--- config.mk ---
export PLATFORM = sky130hd
export DESIGN_NAME = seq_alu
export DESIGN_NICKNAME = d
export VERILOG_FILES = /design/src/rtl/seq_alu.sv
export SDC_FILE = /design/constraint.sdc
export NUM_CORES = 1
export LEC_CHECK = 0
export ABC_AREA = 1
export CORE_AREA = 2 2 278 280
export CTS_BUF_LIST = sky130_fd_sc_hd__clkbuf_4
export CTS_CLUSTER_SIZE = 14
export DETAILED_ROUTE_END_ITERATION = 8
export DIE_AREA = 0 0 280 282
export PLACE_DENSITY = 0.55
export REMOVE_ABC_BUFFERS = 1
export SETUP_SLACK_MARGIN = 0.2
export SLEW_MARGIN = 10
export SYNTH_ARGS = -nofsm -noshare
export SYNTH_HDL_FRONTEND = slang
export SYNTH_SLANG_ARGS = --single-unit
--- constraint.sdc ---
create_clock -name clk -period 4.5 [get_ports clk]
set_clock_uncertainty 0.1 [all_clocks]
set_input_delay 0.675 -clock clk [delete_from_list [all_inputs] [get_ports clk]]
set_output_delay 0.675 -clock clk [all_outputs]
set_load 0.02 [all_outputs]
--- src/rtl/seq_alu.sv ---
// Sequential ALU: single-cycle logic/add/compare ops plus iterative shift-add
// multiply and restoring divide, with an IDLE/BUSY/DONE handshake.
module seq_alu #(
    parameter int WIDTH = 32
) (
    input  logic             clk,
    input  logic             rst_n,
    input  logic             start,
    input  logic [3:0]       op,
    input  logic [WIDTH-1:0] a,
    input  logic [WIDTH-1:0] b,
    output logic             ready,
    output logic             valid,
    output logic [WIDTH-1:0] result,
    output logic             zero,
    output logic             overflow,
    output logic             div_by_zero
);

    localparam int CW = $clog2(WIDTH);

    typedef enum logic [1:0] {IDLE, BUSY, DONE} state_t;

    typedef enum logic [3:0] {
        OP_ADD = 4'd0, OP_SUB = 4'd1, OP_AND = 4'd2, OP_OR = 4'd3,
        OP_XOR = 4'd4, OP_NOR = 4'd5, OP_SLT = 4'd6, OP_SLTU = 4'd7
    } op_t;

    state_t             state;
    logic [3:0]         op_q;
    logic [WIDTH-1:0]   opa;
    logic [WIDTH-1:0]   opb;
    logic [2*WIDTH-1:0] prod;
    logic [WIDTH-1:0]   quot;
    logic [WIDTH-1:0]   rem;
    logic [CW-1:0]      count;

    logic [WIDTH-1:0]   alu_res;
    logic               alu_ovf;
    logic [WIDTH:0]     mul_sum;
    logic [2*WIDTH-1:0] prod_next;
    logic [WIDTH:0]     div_tmp;
    logic [WIDTH:0]     div_diff;
    logic               div_ge;
    logic [WIDTH-1:0]   rem_next;
    logic [WIDTH-1:0]   quot_next;
    logic [WIDTH-1:0]   iter_res;

    // Single-cycle ops work straight from the ports; they are only used on the accepting edge.
    always_comb begin
        // NOTE: every output of a combinational block gets a default first so no latch is inferred.
        alu_res = '0;
        alu_ovf = 1'b0;
        case (op_t'(op))
            OP_ADD: begin
                alu_res = a + b;
                alu_ovf = (a[WIDTH-1] == b[WIDTH-1]) && (alu_res[WIDTH-1] != a[WIDTH-1]);
            end
            OP_SUB: begin
                alu_res = a - b;
                alu_ovf = (a[WIDTH-1] != b[WIDTH-1]) && (alu_res[WIDTH-1] != a[WIDTH-1]);
            end
            OP_AND:  alu_res = a & b;
            OP_OR:   alu_res = a | b;
            OP_XOR:  alu_res = a ^ b;
            OP_NOR:  alu_res = ~(a | b);
            OP_SLT:  alu_res = {{(WIDTH-1){1'b0}}, ($signed(a) < $signed(b))};
            OP_SLTU: alu_res = {{(WIDTH-1){1'b0}}, (a < b)};
            default: alu_res = '0;
        endcase
    end

    // One iteration step; a zero divisor naturally yields all-ones quotient and remainder = a.
    always_comb begin
        mul_sum   = {1'b0, prod[2*WIDTH-1:WIDTH]} + (prod[0] ? {1'b0, opa} : '0);
        prod_next = {mul_sum, prod[WIDTH-1:1]};
        div_tmp   = {rem, quot[WIDTH-1]};
        div_diff  = div_tmp - {1'b0, opb};
        div_ge    = div_tmp >= {1'b0, opb};
        rem_next  = div_ge ? div_diff[WIDTH-1:0] : div_tmp[WIDTH-1:0];
        quot_next = {quot[WIDTH-2:0], div_ge};
        if (op_q[1])
            iter_res = op_q[0] ? rem_next : quot_next;
        else
            iter_res = op_q[0] ? prod_next[2*WIDTH-1:WIDTH] : prod_next[WIDTH-1:0];
    end

    always_ff @(posedge clk or negedge rst_n) begin
        if (!rst_n) begin
            state       <= IDLE;
            ready       <= 1'b1;
            valid       <= 1'b0;
            result      <= '0;
            zero        <= 1'b1;
            overflow    <= 1'b0;
            div_by_zero <= 1'b0;
            op_q        <= '0;
            opa         <= '0;
            opb         <= '0;
            prod        <= '0;
            quot        <= '0;
            rem         <= '0;
            count       <= '0;
        end else begin
            // NOTE: state uses non-blocking assignments so every register samples pre-edge values.
            valid <= 1'b0;
            case (state)
                IDLE, DONE: begin
                    if (start && op[3:2] == 2'b10) begin
                        state <= BUSY;
                        ready <= 1'b0;
                        op_q  <= op;
                        opa   <= a;
                        opb   <= b;
                        prod  <= {{WIDTH{1'b0}}, b};
                        quot  <= a;
                        rem   <= '0;
                        count <= '0;
                    end else if (start) begin
                        state       <= DONE;
                        ready       <= 1'b1;
                        valid       <= 1'b1;
                        result      <= alu_res;
                        zero        <= (alu_res == '0);
                        overflow    <= alu_ovf;
                        div_by_zero <= 1'b0;
                    end else begin
                        state <= IDLE;
                        ready <= 1'b1;
                    end
                end
                BUSY: begin
                    if (op_q[1]) begin
                        rem  <= rem_next;
                        quot <= quot_next;
                    end else begin
                        prod <= prod_next;
                    end
                    count <= count + 1'b1;
                    if (count == CW'(WIDTH - 1)) begin
                        state       <= DONE;
                        ready       <= 1'b1;
                        valid       <= 1'b1;
                        result      <= iter_res;
                        zero        <= (iter_res == '0);
                        overflow    <= 1'b0;
                        div_by_zero <= op_q[1] && (opb == '0);
                    end
                end
                default: begin
                    state <= IDLE;
                    ready <= 1'b1;
                end
            endcase
        end
    end

endmodule

### Yosys cells after proc, flatten, opt, wreduce, memory -nomap -nowiden

Index checks and enable logic that the tools add are counted.

* reduce and logical (&&, ||, !) cells: 16
* add/subtract/negate cells: 5
* multiplexer cells: 45
* order comparisons: 3
* equal/unequal tests: 21
* bitwise gates (word level): 4

Operator list (number)
* 32-bit two-way mux: 12
* 32-bit one-hot mux with 8 select lines: 1
* 32-bit one-hot mux with 2 select lines: 3
* 64-bit two-way mux: 2
* 64-bit one-hot mux with 2 select lines: 1
* 32-bit zero test: 3
* 32-bit less-than comparator: 2
* 32-bit subtractor: 2
* 32-bit by 32-bit adder with 33-bit output: 1
* 33-bit by 32-bit greater-or-equal comparator with 1-bit output: 1
* 32-bit adder: 1
* 32-bit AND: 1
* 32-bit inverter: 1
* 32-bit OR: 1
* 32-bit XOR: 1
* 4-bit by 3-bit equality test with 1-bit output (second input constant): 4
* 1-bit two-way mux: 14
* 2-bit != test (second input constant): 6
* 1-bit one-hot mux with 2 select lines: 6
* 5-bit one-hot mux with 2 select lines: 1
* 4-bit by 2-bit equality test with 1-bit output (second input constant): 2
* 2-bit two-way mux: 3
* 3-bit AND reduction: 2
* 5-bit by 1-bit adder with 5-bit output (second input constant): 1
* other kinds (15): 22

* bits in registers: 238
* bits of input ports: 71
* output and inout bits: 37
* logic and storage cells: 108

### Longest topological paths before layout

* depth in word-level cells: 7
* mapped depth: 24
* gate-level depth less buffers: 22

### Least setup slack after synthesis

OpenSTA, ideal clock, no wires.

* kind: register to register
* start point: reg prod[0]
* end point: reg zero
* setup slack: 1.418 ns
* stages on the path, launching flop included: 24
* arrival: 2.909 ns
* period minus slack after synthesis: 3.082 ns
* cell sequence: dfrtp_1 -> clkbuf_1 -> clkbuf_1 -> nand2_1 -> inv_1 -> ha_1 -> inv_1 -> fa_1 -> nand3b_1 -> nand2_1 -> nand2_1 -> nand2_1 -> nand3_1 -> nand2_1 -> nand3_1 -> nand3_1 -> nand3_1 -> nand2_1 -> inv_1 -> a21oi_1 -> nand2_1 -> nor2_1 -> nand4_1 -> a21oi_1

* longest elaborated chain between the ends: 7

Ends and longest elaborated chain
* from (decl): RTL line 33 `logic [2*WIDTH-1:0] prod;`
* from (signal assigned): RTL line 115 `prod <= {{WIDTH{1'b0}}, b};`
* from (signal assigned): RTL line 137 `prod <= prod_next;`
* 32-bit two-way mux: RTL line 75 `mul_sum = {1'b0, prod[2*WIDTH-1:WIDTH]} + (prod[0] ? {1'b0, opa} : '0);`
* 32-bit by 32-bit adder with 33-bit output: RTL line 75
* 32-bit two-way mux: RTL line 85 `iter_res = op_q[0] ? prod_next[2*WIDTH-1:WIDTH] : prod_next[WIDTH-1:0];`
* 32-bit two-way mux: RTL line 82 `if (op_q[1])`
* 32-bit zero test: RTL line 145 `zero <= (iter_res == '0);`
* 1-bit two-way mux: RTL line 140 `if (count == CW'(WIDTH - 1)) begin`
* 1-bit one-hot mux with 2 select lines: RTL line 107 `case (state)`
* to (signal assigned): RTL line 124 `zero <= (alu_res == '0);`
* to (signal assigned): RTL line 145
* to (decl): RTL line 15 `output logic zero,`

Every way passes these cells. The select of a mux whose other input is x is not followed.
A chain may end at the register's enable or synchronous reset.

### Worst setup path after layout

Same ends and word-level chain as after synthesis.

==> insert_results.sql <==
INSERT INTO impl_metrics (metric_group, metric, value, unit) VALUES
('power_and_ir_drop', 'p_seq_share', '24.1', '%'),
('die', 'initial_core_util', '29.84', '%'),
('power_and_ir_drop', 'sw_frac_of_total', '53.13', '%'),
('synthesis', 'syn_inst', '3546', ''),
('synthesis', 'syn-cell-area', '22590', 'µm²'),
('clock_tree', 'cts-hold-fix-buffers', '1', ''),
('power_and_ir_drop', 'pwr-share-comb', '61.0', '%'),
('synthesis', 'post_synth_num_cell_types', '54', ''),
('critical_path', 'r2r-start', 'prod[0]$_DFFE_PN0P_', ''),
('global_routing', 'first_global_vias', '24350', ''),
('clock_tree', 'clock_insertion_delay_worst_skew', '0.83', 'ns'),
('global_routing', 'initial_antenna_violation_count', '4', ''),
('clock_tree', 'cts.sink_count', '238', ''),
('drt', 'post_drt_wl_per_cell', '22.13', 'µm'),
('critical_path', 'reg2reg_slack', '0.53', 'ns'),
('drt', 'residual_drc', '2', ''),
('critical_path', 'critical_path_required', '5.15', 'ns'),
('clock_tree', 'cts_buffer_count', '69', ''),
('critical_path', 'critical_path_fanouts_max', '27', ''),
('placed_design', 'placed_cell_area', '25550', 'µm²'),
('drt', 'drt_wl_total', '105.6', 'mm'),
('die', 'top_level_ports', '108', ''),
('power_and_ir_drop', 'max-vdd-ir-drop', '235.8', 'µV'),
('critical_path', 'crit_type', 'reg2reg', ''),
('power_and_ir_drop', 'p_per_area', '548.3', 'nW/µm²'),
('sta', 'period_minus_slack', '3.971', 'ns'),
('critical_path', 'worst_ep_arrival_time', '4.62', 'ns'),
('power_and_ir_drop', 'p_clk_share', '14.8', '%'),
('synthesis', 'postSynthRegisterBits', '238', ''),
('die', 'die-width', '280', 'µm'),
('die', 'die-height', '282', 'µm'),
('critical_path', 'critical_path.endpoint_type', 'flip-flop', ''),
('power_and_ir_drop', 'power.net_switching', '7.699', 'mW'),
('global_routing', 'grt_start_max_net_pins', '145', ''),
('clock_tree', 'htree_levels', '3', ''),
('drt', 'detail_route.iter0.violations', '2641', ''),
('sta', 'timing.final.setup_violations', '0', ''),
('sta', 'finalSetupTns', '0', 'ns'),
('die', 'row_count', '101', ''),
('global_routing', 'grt.total_usage', '26.46', '%'),
('power_and_ir_drop', 'power_leakage', '13.67', 'nW'),
('critical_path', 'worstSetupStartpoint', 'prod[0]$_DFFE_PN0P_', ''),
('flow_run', 'maxCapViolations', '0', ''),
('clock_tree', 'ctsResizeCount', '0', ''),
('power_and_ir_drop', 'internal-power', '6.791', 'mW'),
('finish', 'fin_area', '26430', 'µm²'),
('clock_tree', 'cts_setup_buffers', '0', ''),
('worst_hold_path', 'worstHoldPathType', 'in2async', ''),
('placed_design', 'placement.io_buffers', '107', ''),
('synthesis', 'yosysSeqAreaShare', '26.37', '%'),
('synthesis', 'yosys_warnings', '0', ''),
('clock_tree', 'cts_buffer_depth', '3', ''),
('run_status', 'violations', 'DRC', ''),
('finish', 'final_net_count', '4002', ''),
('critical_path', 'worst_setup_path_start_kind', 'flip-flop', ''),
('global_routing', 'grt_pass1_wl', '154.5', 'mm'),
('sta', 'finalMaxSlewViolations', '0', ''),
('sta', 'achievable-frequency', '0.2518', 'GHz'),
('drt', 'route.vias.total', '25070', ''),
('sta', 'final_count_of_hold_timing_violations', '0', ''),
('drt', 'post_drt_via_cell_ratio', '5.252', ''),
('sta', 'min_period_over_period', '88.24', '%'),
('drt', 'first_pass_iters', '8', ''),
('synthesis', 'synth_edf_count', '0', ''),
('drt', 'drt.antenna.violating_nets', '0', ''),
('clock_tree', 'tritoncts', 'yes', ''),
('clock_tree', 'cts_root_buffer', 'sky130_fd_sc_hd__clkbuf_4', ''),
('finish', 'drive_gt1_share', '8.777', '%'),
('sta', 'tightestPinTransition', '1.077', 'ns'),
('run_status', 'outcome', 'complete, but fails checks', ''),
('synthesis', 'postSynth.asyncResetShare', '100.0', '%'),
('die', 'core_area', '75700', 'µm²'),
('sta', 'rsz0062_at_grt', 'no', ''),
('placed_design', 'dp_hpwl', '85.40', 'mm'),
('clock_tree', 'clkTransAtPathRegs', '0.08', 'ns'),
('synthesis', 'syn-mean-instance-area', '6.371', 'µm²'),
('die', 'floorplan.die_area', '78960', 'µm²'),
('synthesis', 'synthFlopType', 'sky130_fd_sc_hd__dfrtp_1', ''),
('finish', 'nFillCells', '8318', ''),
('finish', 'areaGrowthSynthToFinish', '16.98', '%'),
('placed_design', 'gp_routability_congestion', '1.030', ''),
('global_routing', 'grt_overflow_total', '0', ''),
('sta', 'relSlewSlack', '28.04', '%');
[sequential cells by signal (all words and copies together), names as in the netlist]
register,cells
state,2
quot,32
count,5
div_by_zero,1
rem,32
result,32
valid,1
opa,32
ready,1
op_q,2
opb,32
prod,64
zero,1
overflow,1
[layout by cell type, fill, tap and decap left out, types with 94 or more instances in the layout]
cell type / n
sky130_fd_sc_hd__nand2_1: 947
sky130_fd_sc_hd__inv_1: 548
sky130_fd_sc_hd__nor2_1: 296
sky130_fd_sc_hd__nand3_1: 267
sky130_fd_sc_hd__o21ai_0: 260
sky130_fd_sc_hd__a21oi_1: 248
sky130_fd_sc_hd__dfrtp_1: 235
sky130_fd_sc_hd__ha_1: 179
sky130_fd_sc_hd__buf_4: 143
sky130_fd_sc_hd__clkdlybuf4s50_1: 106
sky130_fd_sc_hd__clkbuf_4: 94
[critical path: stages, from the launching register on]
cell,delay (ns)
sky130_fd_sc_hd__dfrtp_1,0.48
sky130_fd_sc_hd__buf_12,0.22
sky130_fd_sc_hd__nand2_1,0.10
sky130_fd_sc_hd__inv_1,0.06
sky130_fd_sc_hd__ha_1,0.16
sky130_fd_sc_hd__inv_1,0.06
sky130_fd_sc_hd__fa_1,0.42
sky130_fd_sc_hd__nand3b_1,0.18
sky130_fd_sc_hd__nand2_1,0.13
sky130_fd_sc_hd__nand2_1,0.06
sky130_fd_sc_hd__nand2_1,0.14
sky130_fd_sc_hd__nand3_1,0.14
sky130_fd_sc_hd__nand2_1,0.19
sky130_fd_sc_hd__nand3_1,0.16
sky130_fd_sc_hd__nand3_1,0.15
sky130_fd_sc_hd__nand3_1,0.12
sky130_fd_sc_hd__nand2_1,0.11
sky130_fd_sc_hd__inv_1,0.04
sky130_fd_sc_hd__a21oi_1,0.27
sky130_fd_sc_hd__nand2_1,0.13
sky130_fd_sc_hd__nor2_1,0.19
sky130_fd_sc_hd__nand4_1,0.14
sky130_fd_sc_hd__a21oi_1,0.16
[per-stage QoR]
stage	setup slack (ns)	hold WS [ns]	total power, mW	cells	util (%)
5_1_grt	0.3183	0.3450	15.59	4773	34.91
3_5_place_dp	0.02984	0.3732	12.17	4654	33.76
6_report	0.5290	0.2944	14.49	4774	34.91
2_1_floorplan	-5.156	0.2794	9.007	3419	-
3_3_place_gp	0.01257	0.3681	12.13	4654	33.76
4_1_cts	0.5898	0.2842	14.37	4772	34.90
[final cells by class]
cell class,instances,area [µm²],area share (%)
tap,978,1224,4.630
sequential,238,5959,22.55
clock buffer,94,705.7,2.670
antenna,2,5.005,0.01894
inverter,561,2108,7.978
clock inverter,23,153.9,0.5824
multi-input combinational,2620,13970,52.87
timing repair buffer,258,2300,8.702
[routing by layer]
layer,wire length (µm),global-route usage (%)
met3,7806,3.936
met5,14,0
met1,45290,35.05
met2,48480,43.36
met4,4030,10.23
[synthesized netlist by cell type (22+ instances only)]
cell type                    n  area, µm²
sky130_fd_sc_hd__nand2_1   948       3558
sky130_fd_sc_hd__inv_1     549       2061
sky130_fd_sc_hd__nor2_1    299       1122
sky130_fd_sc_hd__nand3_1   267       1336
sky130_fd_sc_hd__o21ai_0   260       1301
sky130_fd_sc_hd__a21oi_1   248       1241
sky130_fd_sc_hd__dfrtp_1   236       5906
sky130_fd_sc_hd__ha_1      179       2240
sky130_fd_sc_hd__o211ai_1   82      615.6
sky130_fd_sc_hd__clkbuf_1   71      266.5
sky130_fd_sc_hd__nand4_1    42      262.8
sky130_fd_sc_hd__buf_2      31      155.2
sky130_fd_sc_hd__o21bai_1   31      232.7
sky130_fd_sc_hd__nor3_1     26      130.1
sky130_fd_sc_hd__a21o_1     22      165.2
[logic make-up (layout without fill, tap and decap cells)]
kind of cell               count (synthesis)  in the layout  synth area share, %
AOI/OAI and AO/OA                        755            755                19.56
xor gates and xnor gates                  24             24               0.9305
adders and majority gates                183            183                10.27
buffers and inverters                    688            936                11.94
DFF                                      238            238                26.37
other                                      0              2                    0
and+or+nand+nor                         1658           1658                30.92
[path summary, 6_finish.rpt]
kind | cells past startpoint | end
setup / recovery | 22 | zero$_DFFE_PN1P_
hold / removal | 2 | prod[5]$_DFFE_PN0P_
setup reg to reg | 22 | zero$_DFFE_PN1P_
hold reg to reg | 2 | opb[22]$_DFFE_PN0P_
max in group asynchronous | 3 | prod[27]$_DFFE_PN0P_
min in group clk | 2 | opb[22]$_DFFE_PN0P_
[power by group through the flow]
stage,logic [mW],registers (mW),clock network [mW]
after floorplan,5.59,3.42,0
after global placement,8.63,3.50,0
after detailed placement,8.67,3.50,0
after CTS,8.71,3.47,2.19
after global routing,9.75,3.56,2.29
final,8.84,3.49,2.15
(Power assumes the default switching activity.)
